### src/rtl/dose_pkg.sv
// dose_pkg: shared widths, time limits, table entry layout and FSM state
// encoding for the dose scheduler.
//   HOUR_W/MIN_W/SEC_W  widths of the hour/minute/second time inputs
//   HOURS_PER_DAY       first illegal hour value (24)
//   MIN_PER_HOUR        first illegal minute value (60)
//   slot_t              one schedule table entry {en, hour, min}
//   state_t             pulse FSM states
//   idx_w()             index width for an N-entry select, never below 1
package dose_pkg;

    localparam int HOUR_W = 5;
    localparam int MIN_W  = 6;
    localparam int SEC_W  = 6;

    localparam logic [HOUR_W-1:0] HOURS_PER_DAY = 5'd24;
    localparam logic [MIN_W-1:0]  MIN_PER_HOUR  = 6'd60;

    typedef struct packed {
        logic              en;
        logic [HOUR_W-1:0] hour;
        logic [MIN_W-1:0]  min;
    } slot_t;

    typedef enum logic [1:0] {
        IDLE,
        PULSE,
        GAP
    } state_t;

    function automatic int unsigned idx_w(input int unsigned n);
        return (n > 1) ? $clog2(n) : 1;
    endfunction

endpackage

### src/rtl/dose_slot_match.sv
// dose_slot_match: schedule table for one dispenser channel.
// Holds SLOTS entries, applies range-checked writes, and flags (combinationally,
// from the stored table) when any enabled entry equals the current hour:minute.
// Ports:
//   clk, reset     clock, synchronous active-high reset (clears all entries)
//   we             write strobe, already qualified with this channel's select
//   slot           entry index to write
//   en/hour/min    entry contents to write
//   hours/minutes  current time of day
//   due            some enabled entry matches the current time (unqualified by sec_tick)
module dose_slot_match
    import dose_pkg::*;
#(
    parameter int unsigned SLOTS  = 3,
    parameter int unsigned SLOT_W = idx_w(SLOTS)
) (
    input  logic              clk,
    input  logic              reset,
    input  logic              we,
    input  logic [SLOT_W-1:0] slot,
    input  logic              en,
    input  logic [HOUR_W-1:0] hour,
    input  logic [MIN_W-1:0]  min,
    input  logic [HOUR_W-1:0] hours,
    input  logic [MIN_W-1:0]  minutes,
    output logic              due
);

    slot_t tbl [SLOTS];
    logic  write_ok;

    assign write_ok = we && (32'(slot) < SLOTS) &&
                      (hour < HOURS_PER_DAY) && (min < MIN_PER_HOUR);

    always_ff @(posedge clk) begin
        if (reset) begin
            for (int unsigned i = 0; i < SLOTS; i++) begin
                tbl[i] <= '0;
            end
        end else if (write_ok) begin
            tbl[slot] <= {en, hour, min};
        end
    end

    // Reads the registered table, so a same-cycle write never affects the match.
    always_comb begin
        due = 1'b0;
        for (int unsigned i = 0; i < SLOTS; i++) begin
            if (tbl[i].en && (tbl[i].hour == hours) && (tbl[i].min == minutes)) begin
                due = 1'b1;
            end
        end
    end

endmodule

### src/rtl/dose_scheduler.sv
// dose_scheduler: multi-channel dose timing. Compares per-channel schedule
// tables against the 24 h clock at each new minute, queues due doses as
// pending bits, counts doses that arrive while one is still queued, and
// serves the queue round-robin with one actuator pulse at a time followed
// by a one-cycle settle gap.
// Ports:
//   CLOCK_50, reset            clock, synchronous active-high reset
//   sec_tick                   one-cycle pulse; time inputs hold the new second
//   hours/minutes/seconds      current time of day
//   cfg_we/cfg_ch/cfg_slot     table write strobe and address
//   cfg_en/cfg_hour/cfg_min    table write data
//   manual_req                 level manual dispense requests
//   dispense                   one-hot actuator drive
//   busy                       actuator pulse in progress
//   pending                    doses due but not yet served
//   missed_cnt                 saturating per-channel missed counters, ch0 in LSBs
// Build option: define DOSE_MANUAL_EN to make rising edges of manual_req
// queue doses; otherwise manual_req is ignored.
module dose_scheduler
    import dose_pkg::*;
#(
    parameter int unsigned NCH       = 4,
    parameter int unsigned SLOTS     = 3,
    parameter int unsigned PULSE_SEC = 1,
    parameter int unsigned MISS_W    = 4
) (
    input  logic                     CLOCK_50,
    input  logic                     reset,
    input  logic                     sec_tick,
    input  logic [HOUR_W-1:0]        hours,
    input  logic [MIN_W-1:0]         minutes,
    input  logic [SEC_W-1:0]         seconds,
    input  logic                     cfg_we,
    input  logic [idx_w(NCH)-1:0]    cfg_ch,
    input  logic [idx_w(SLOTS)-1:0]  cfg_slot,
    input  logic                     cfg_en,
    input  logic [HOUR_W-1:0]        cfg_hour,
    input  logic [MIN_W-1:0]         cfg_min,
    input  logic [NCH-1:0]           manual_req,
    output logic [NCH-1:0]           dispense,
    output logic                     busy,
    output logic [NCH-1:0]           pending,
    output logic [NCH*MISS_W-1:0]    missed_cnt
);

    localparam int unsigned CH_W  = idx_w(NCH);
    localparam int unsigned TMR_W = 4;

    logic [NCH-1:0]    slot_due;
    logic [NCH-1:0]    manual_rise;
    logic [NCH-1:0]    due;
    logic              match_tick;
    logic [NCH-1:0]    pend_nxt;
    logic [MISS_W-1:0] miss_q   [NCH];
    logic [MISS_W-1:0] miss_nxt [NCH];
    state_t            state;
    logic [CH_W-1:0]   rr_ptr;
    logic [CH_W-1:0]   grant_q;
    logic [CH_W-1:0]   grant_sel;
    logic [CH_W-1:0]   cand;
    logic              found;
    logic              grant_now;
    logic [TMR_W-1:0]  timer;

    for (genvar c = 0; c < NCH; c++) begin : g_ch
        dose_slot_match #(
            .SLOTS (SLOTS)
        ) u_match (
            .clk     (CLOCK_50),
            .reset   (reset),
            .we      (cfg_we && (cfg_ch == CH_W'(c))),
            .slot    (cfg_slot),
            .en      (cfg_en),
            .hour    (cfg_hour),
            .min     (cfg_min),
            .hours   (hours),
            .minutes (minutes),
            .due     (slot_due[c])
        );
        assign missed_cnt[c*MISS_W +: MISS_W] = miss_q[c];
    end

`ifdef DOSE_MANUAL_EN
    logic [NCH-1:0] manual_q;

    always_ff @(posedge CLOCK_50) begin
        if (reset) begin
            manual_q <= '0;
        end else begin
            manual_q <= manual_req;
        end
    end

    assign manual_rise = manual_req & ~manual_q;
`else
    logic unused_manual;

    assign unused_manual = ^manual_req;
    assign manual_rise   = '0;
`endif

    assign match_tick = sec_tick && (seconds == '0);
    assign due        = ({NCH{match_tick}} & slot_due) | manual_rise;
    assign grant_now  = (state == IDLE) && (|pending);

    // First pending channel at or after the round-robin pointer, wrapping.
    always_comb begin
        grant_sel = '0;
        cand      = '0;
        found     = 1'b0;
        for (int unsigned i = 0; i < NCH; i++) begin
            cand = CH_W'((32'(rr_ptr) + i) % NCH);
            if (!found && pending[cand]) begin
                found     = 1'b1;
                grant_sel = cand;
            end
        end
    end

    // The grant clears its bit first; a dose due on the granted channel in the
    // same cycle is a fresh dose and re-queues without counting as missed.
    always_comb begin
        pend_nxt = pending;
        miss_nxt = miss_q;
        if (grant_now) begin
            pend_nxt[grant_sel] = 1'b0;
        end
        for (int unsigned c = 0; c < NCH; c++) begin
            if (due[c]) begin
                if (pending[c] && !(grant_now && (32'(grant_sel) == c)) &&
                    (miss_q[c] != '1)) begin
                    miss_nxt[c] = miss_q[c] + MISS_W'(1);
                end
                pend_nxt[c] = 1'b1;
            end
        end
    end

    always_ff @(posedge CLOCK_50) begin
        if (reset) begin
            pending <= '0;
            for (int unsigned c = 0; c < NCH; c++) begin
                miss_q[c] <= '0;
            end
        end else begin
            pending <= pend_nxt;
            miss_q  <= miss_nxt;
        end
    end

    always_ff @(posedge CLOCK_50) begin
        if (reset) begin
            state    <= IDLE;
            rr_ptr   <= '0;
            grant_q  <= '0;
            timer    <= '0;
            dispense <= '0;
            busy     <= 1'b0;
        end else begin
            case (state)
                IDLE: begin
                    if (|pending) begin
                        grant_q  <= grant_sel;
                        dispense <= NCH'(1) << grant_sel;
                        busy     <= 1'b1;
                        timer    <= TMR_W'(PULSE_SEC);
                        state    <= PULSE;
                    end
                end
                PULSE: begin
                    if (sec_tick) begin
                        timer <= timer - TMR_W'(1);
                        if (timer <= TMR_W'(1)) begin
                            dispense <= '0;
                            busy     <= 1'b0;
                            rr_ptr   <= (grant_q == CH_W'(NCH - 1)) ? '0 : grant_q + CH_W'(1);
                            state    <= GAP;
                        end
                    end
                end
                GAP: begin
                    state <= IDLE;
                end
                default: begin
                    state <= IDLE;
                end
            endcase
        end
    end

endmodule
### config.mk
export PLATFORM = sky130hd
export DESIGN_NAME = dose_scheduler
export DESIGN_NICKNAME = d
export VERILOG_FILES = /design/src/rtl/dose_pkg.sv /design/src/rtl/dose_slot_match.sv /design/src/rtl/dose_scheduler.sv
export SDC_FILE = /design/constraint.sdc
export NUM_CORES = 1
export LEC_CHECK = 0
export CAP_MARGIN = 20
export CORE_UTILIZATION = 47
export CTS_BUF_LIST = sky130_fd_sc_hd__clkbuf_4
export DETAILED_ROUTE_END_ITERATION = 8
export GPL_TIMING_DRIVEN = 0
export PLACE_DENSITY = 0.66
export SETUP_SLACK_MARGIN = 0.15
export SYNTH_ARGS = -nofsm -noshare
export SYNTH_HDL_FRONTEND = slang
export SYNTH_SLANG_ARGS = --single-unit
### constraint.sdc
create_clock -name CLOCK_50 -period 2.5 [get_ports CLOCK_50]
set_input_delay 0.25 -clock CLOCK_50 [delete_from_list [all_inputs] [get_ports CLOCK_50]]
set_output_delay 0.25 -clock CLOCK_50 [all_outputs]
set_load 0.01 [all_outputs]
==> flow_summary.yaml <==
run_status:
  result_of_the_run: "finished clean"
yosys:
  synth_seq_area_share: 0.566
  synth_enable_flop_cells: 144
  flop_and_latch_count_out_of_synthesis: 179
  syn_nets: 801
  synth_top_cell_by_area: "sky130_fd_sc_hd__edfxtp_1"
  yosysUniqueCellTypes: 49
  netlist_top_cells_area: "sky130_fd_sc_hd__edfxtp_1 49%, sky130_fd_sc_hd__xnor2_1 13%, sky130_fd_sc_hd__and2_1 10%"
  synth_top_flop_cell: "sky130_fd_sc_hd__edfxtp_1"
  synth_top_area_frac: 0.487
  syn-instance-count: 753
  mappedNetlistArea_um2: 8870
  syn-mean-instance-area_um2: 11.8
  async_reset_ff_frac: 0
  synth_warn: 0
power_and_ir_drop:
  netSwitchingPower_mw: 1.47
  share_seq_of_total_power: 0.578
  comb_power_share: 0.098
  power_switching_share: 0.250
  power.leakage_nw: 3.31
  internal_power_mw: 4.41
  power_frac_clock: 0.324
  finalPower_mw: 5.88
  cellPowerDensity_nw_per_um2: 574
  worst_ir_drop_vdd_mv: 0.597
setup_path:
  endpoint_kind: "flip-flop"
  timing.critical_path.arrival_ns: 2.85
  timing.critical_path.required_ns: 2.96
  timing.critical_path.depth: 8
  setup.worst_path.class: "in -> reg"
  critical_path_buf_inv_count: 2
  depth_of_the_worst_register_to_register_path: 6
  worst_path_max_delay_cell: "sky130_fd_sc_hd__clkdlybuf4s50_1"
  critical-path-max-stage-delay_ns: 0.54
  worstPathCellList: "clkdlybuf4s50_1 > nor4b_4 > nand2_4 > buf_6 > nor4_2 > a211oi_1 > a311oi_2 > mux2_2"
  crit_path_max_fanout: 10
  crit_path_end: "missed_cnt[8]"
  regToRegEndpoint: "missed_cnt[8]"
  crit_family: "simple AND/OR/NAND/NOR gates"
  setup.worst_path.start_class: "primary input"
  reg2reg_slack_ns: 0.18
  cp-startpoint: "sec_tick"
  worst_r2r_startpoint: "pending[3]"
detailed_routing:
  drt-total-wl_mm: 22.1
  routed_wire_length_per_instance_um: 20.4
  drtPass1Iterations: 7
  post_drt_via_cell_ratio: 5.58
  ant_nets: 0
  dr_total_vias: 6046
  route.detailed.drc: 0
  initialDrtViolationCount: 433
layout:
  post_route_cells_drive_above_1_share: 0.0925
  num-fill-cells: 1526
  commonest_non_fill_non_tap_cell_in_the_layout: "sky130_fd_sc_hd__and2_1"
  top_library_cells_by_usage_in_the_layout_fill_and_taps_aside: "145 x sky130_fd_sc_hd__and2_1, 144 x sky130_fd_sc_hd__edfxtp_1, 129 x sky130_fd_sc_hd__xnor2_1"
  finish.net_count: 889
  syn_to_final_growth_pct: 15.3
  final_instance_area_um2: 10200
global_routing:
  global_route_wire_length_before_repair_mm: 33.5
  grt_pass1_vias: 5966
  initial_antenna_violation_count: 1
  groute.usage.overall: 0.237
  globalRoute.totalOverflow: 0
  maximum_number_of_pins_on_one_net_before_global_route_repair: 18
sta:
  worst_hold_slack_ns: 0.397
  totalNegativeSetupSlack_ns: 0
  layout_min_cycle_time_ns: 2.39
  max_slew_margin: 0.342
  finalSetupViolCount: 0
  fin_worst_skew_ns: 0.0186
  max_slew_violation_total_from_the_final_report: 0
  rsz0062_at_grt: "true"
  final.period_utilization: 0.957
  timing_worst_slew_pin_value_ns: 0.981
  finalHoldViolCount: 0
  achievable-frequency_mhz: 418
die:
  fp.coreArea_um2: 18200
  die_y_um: 139
  design.die.area_um2: 19400
  placementRows: 49
  num_io_pins: 66
  fp.dieW_um: 139
  floorplan.initialDensity: 0.487
clock_tree:
  clk_root_buffer_cell: "sky130_fd_sc_hd__clkbuf_4"
  cts_tree: "yes"
  worstSkewPairLatency_ns: 0.57
  number_of_clock_sinks_seen_by_cts: 179
  cts_inserted_buffers: 17
  cts_hold_repair.buffers: 0
  htree_levels: 4
  max-clock-path-buffers: 2
  clkSlewWorstSetupHoldPaths_ns: 0.15
placement:
  gpl.final_weighted_congestion: 0.843
  input_output_buffers: 61
  dp_hpwl_mm: 14.6
  dpl-instance-area_um2: 9800
job:
  timing.max_cap.violations: 0
hold_path:
  worst_hold_path_type: "in -> reg"
-- worst register-to-register path: stages (launching register included) --
cell	delay (ns)
sky130_fd_sc_hd__dfxtp_1	0.58
sky130_fd_sc_hd__nor4_4	0.11
sky130_fd_sc_hd__or3_1	0.41
sky130_fd_sc_hd__buf_4	0.22
sky130_fd_sc_hd__o31ai_2	0.50
sky130_fd_sc_hd__a311oi_2	0.10
sky130_fd_sc_hd__mux2_2	0.31
-- cell usage after synthesis (all sizes together), types with 2 or more instances --
library cell,instances
a211oi,3
a21oi,24
a32oi,2
and2,145
buf,14
clkbuf,30
dfxtp,35
edfxtp,144
ha,7
inv,9
mux2,2
mux2i,4
nand2,25
nand2b,3
nand3,9
nand4,47
nor2,27
nor2b,4
nor3,14
nor3b,2
nor4,17
o211ai,2
o21ai,11
o311ai,2
o31ai,8
o41ai,2
or2,4
or3,5
or4,7
xnor2,129
xor2,5
-- power groups by stage --
stage / Sequential (mW) / Clock [mW] / Combinational [mW]
after floorplan: 3.45 / 0 / 0.348
after global placement: 3.46 / 0 / 0.552
after detailed placement: 3.47 / 0 / 0.568
after CTS: 3.40 / 1.92 / 0.571
after global routing: 3.41 / 2.04 / 0.617
final: 3.40 / 1.90 / 0.576
-- kinds of logic (layout without fill, tap and decap cells) --
logic type,Yosys count,count (layout),share of synthesized area
buffers and inverters,53,154,0.0285
multiplexers,6,6,0.00705
adder cells (fa/ha/maj),7,7,0.00987
flip-flops,179,179,0.566
AND/OR/NAND/NOR,312,312,0.209
AO/OA/AOI/OAI,62,62,0.0468
XOR/XNOR,134,134,0.132
other,0,1,0
-- metal layers --
| metal | GRT usage | wire length [µm] | up-vias |
|---|---|---|---|
| li1 | - | - | 2844 |
| met3 | 0.0458 | 1320 | 46 |
| met2 | 0.395 | 10700 | 217 |
| met4 | 0.0971 | 607 | 0 |
| met5 | 0 | 0 | - |
| met1 | 0.304 | 9420 | 2939 |
-- area by class of cell --
type                            count  area [µm²]  share of cell area
Clock inverter                     15         215              0.0210
Sequential cell                   179        5020               0.491
Clock buffer                       17         128              0.0125
Buffer                             44         219              0.0214
Antenna cell                        1        2.50            0.000244
Multi-Input combinational cell    521        3660               0.358
Tap cell                          229         287              0.0280
Timing Repair Buffer               69         666              0.0650
Inverter                            9        33.8             0.00330
-- worst min-delay path by stage --
| stage | cells after the start | endpoint | from |
|---|---|---|---|
| 6_report | 2 | g_ch[0].u_match.tbl[0][6] | cfg_hour[0] |
| 5_1_grt | 2 | g_ch[0].u_match.tbl[0][6] | cfg_hour[0] |
| 4_1_cts | 2 | g_ch[0].u_match.tbl[0][6] | cfg_hour[0] |
| 3_5_place_dp | 2 | dispense[3] | dispense[3] |
| 3_3_place_gp | 2 | grant_q[1] | grant_q[1] |
| 2_1_floorplan | 2 | grant_q[1] | grant_q[1] |
-- sequential cells by signal, indices dropped and copies added, names as in the netlist --
name and flops:
pending 4, state 2, dispense 4, missed_cnt 16, grant_q 2, timer 4
g_ch.u_match.tbl 144, rr_ptr 2, busy 1
-- timing repair --
action / in CTS / in global routing
buffers inserted: 0 / 1
pin swaps: 0 / 1
endpoints found under the setup margin: 2 / 17
resized for setup: 2 / 8
-- per-stage QoR --
step	setup slack [ns]	utilization	cells
2_1_floorplan	0.447	-	753
3_3_place_gp	-0.761	0.537	1043
3_5_place_dp	-0.590	0.538	1048
4_1_cts	0.162	0.558	1080
5_1_grt	0.0929	0.562	1084
6_report	0.108	0.562	1084
Power figures use the tool's default switching activity.
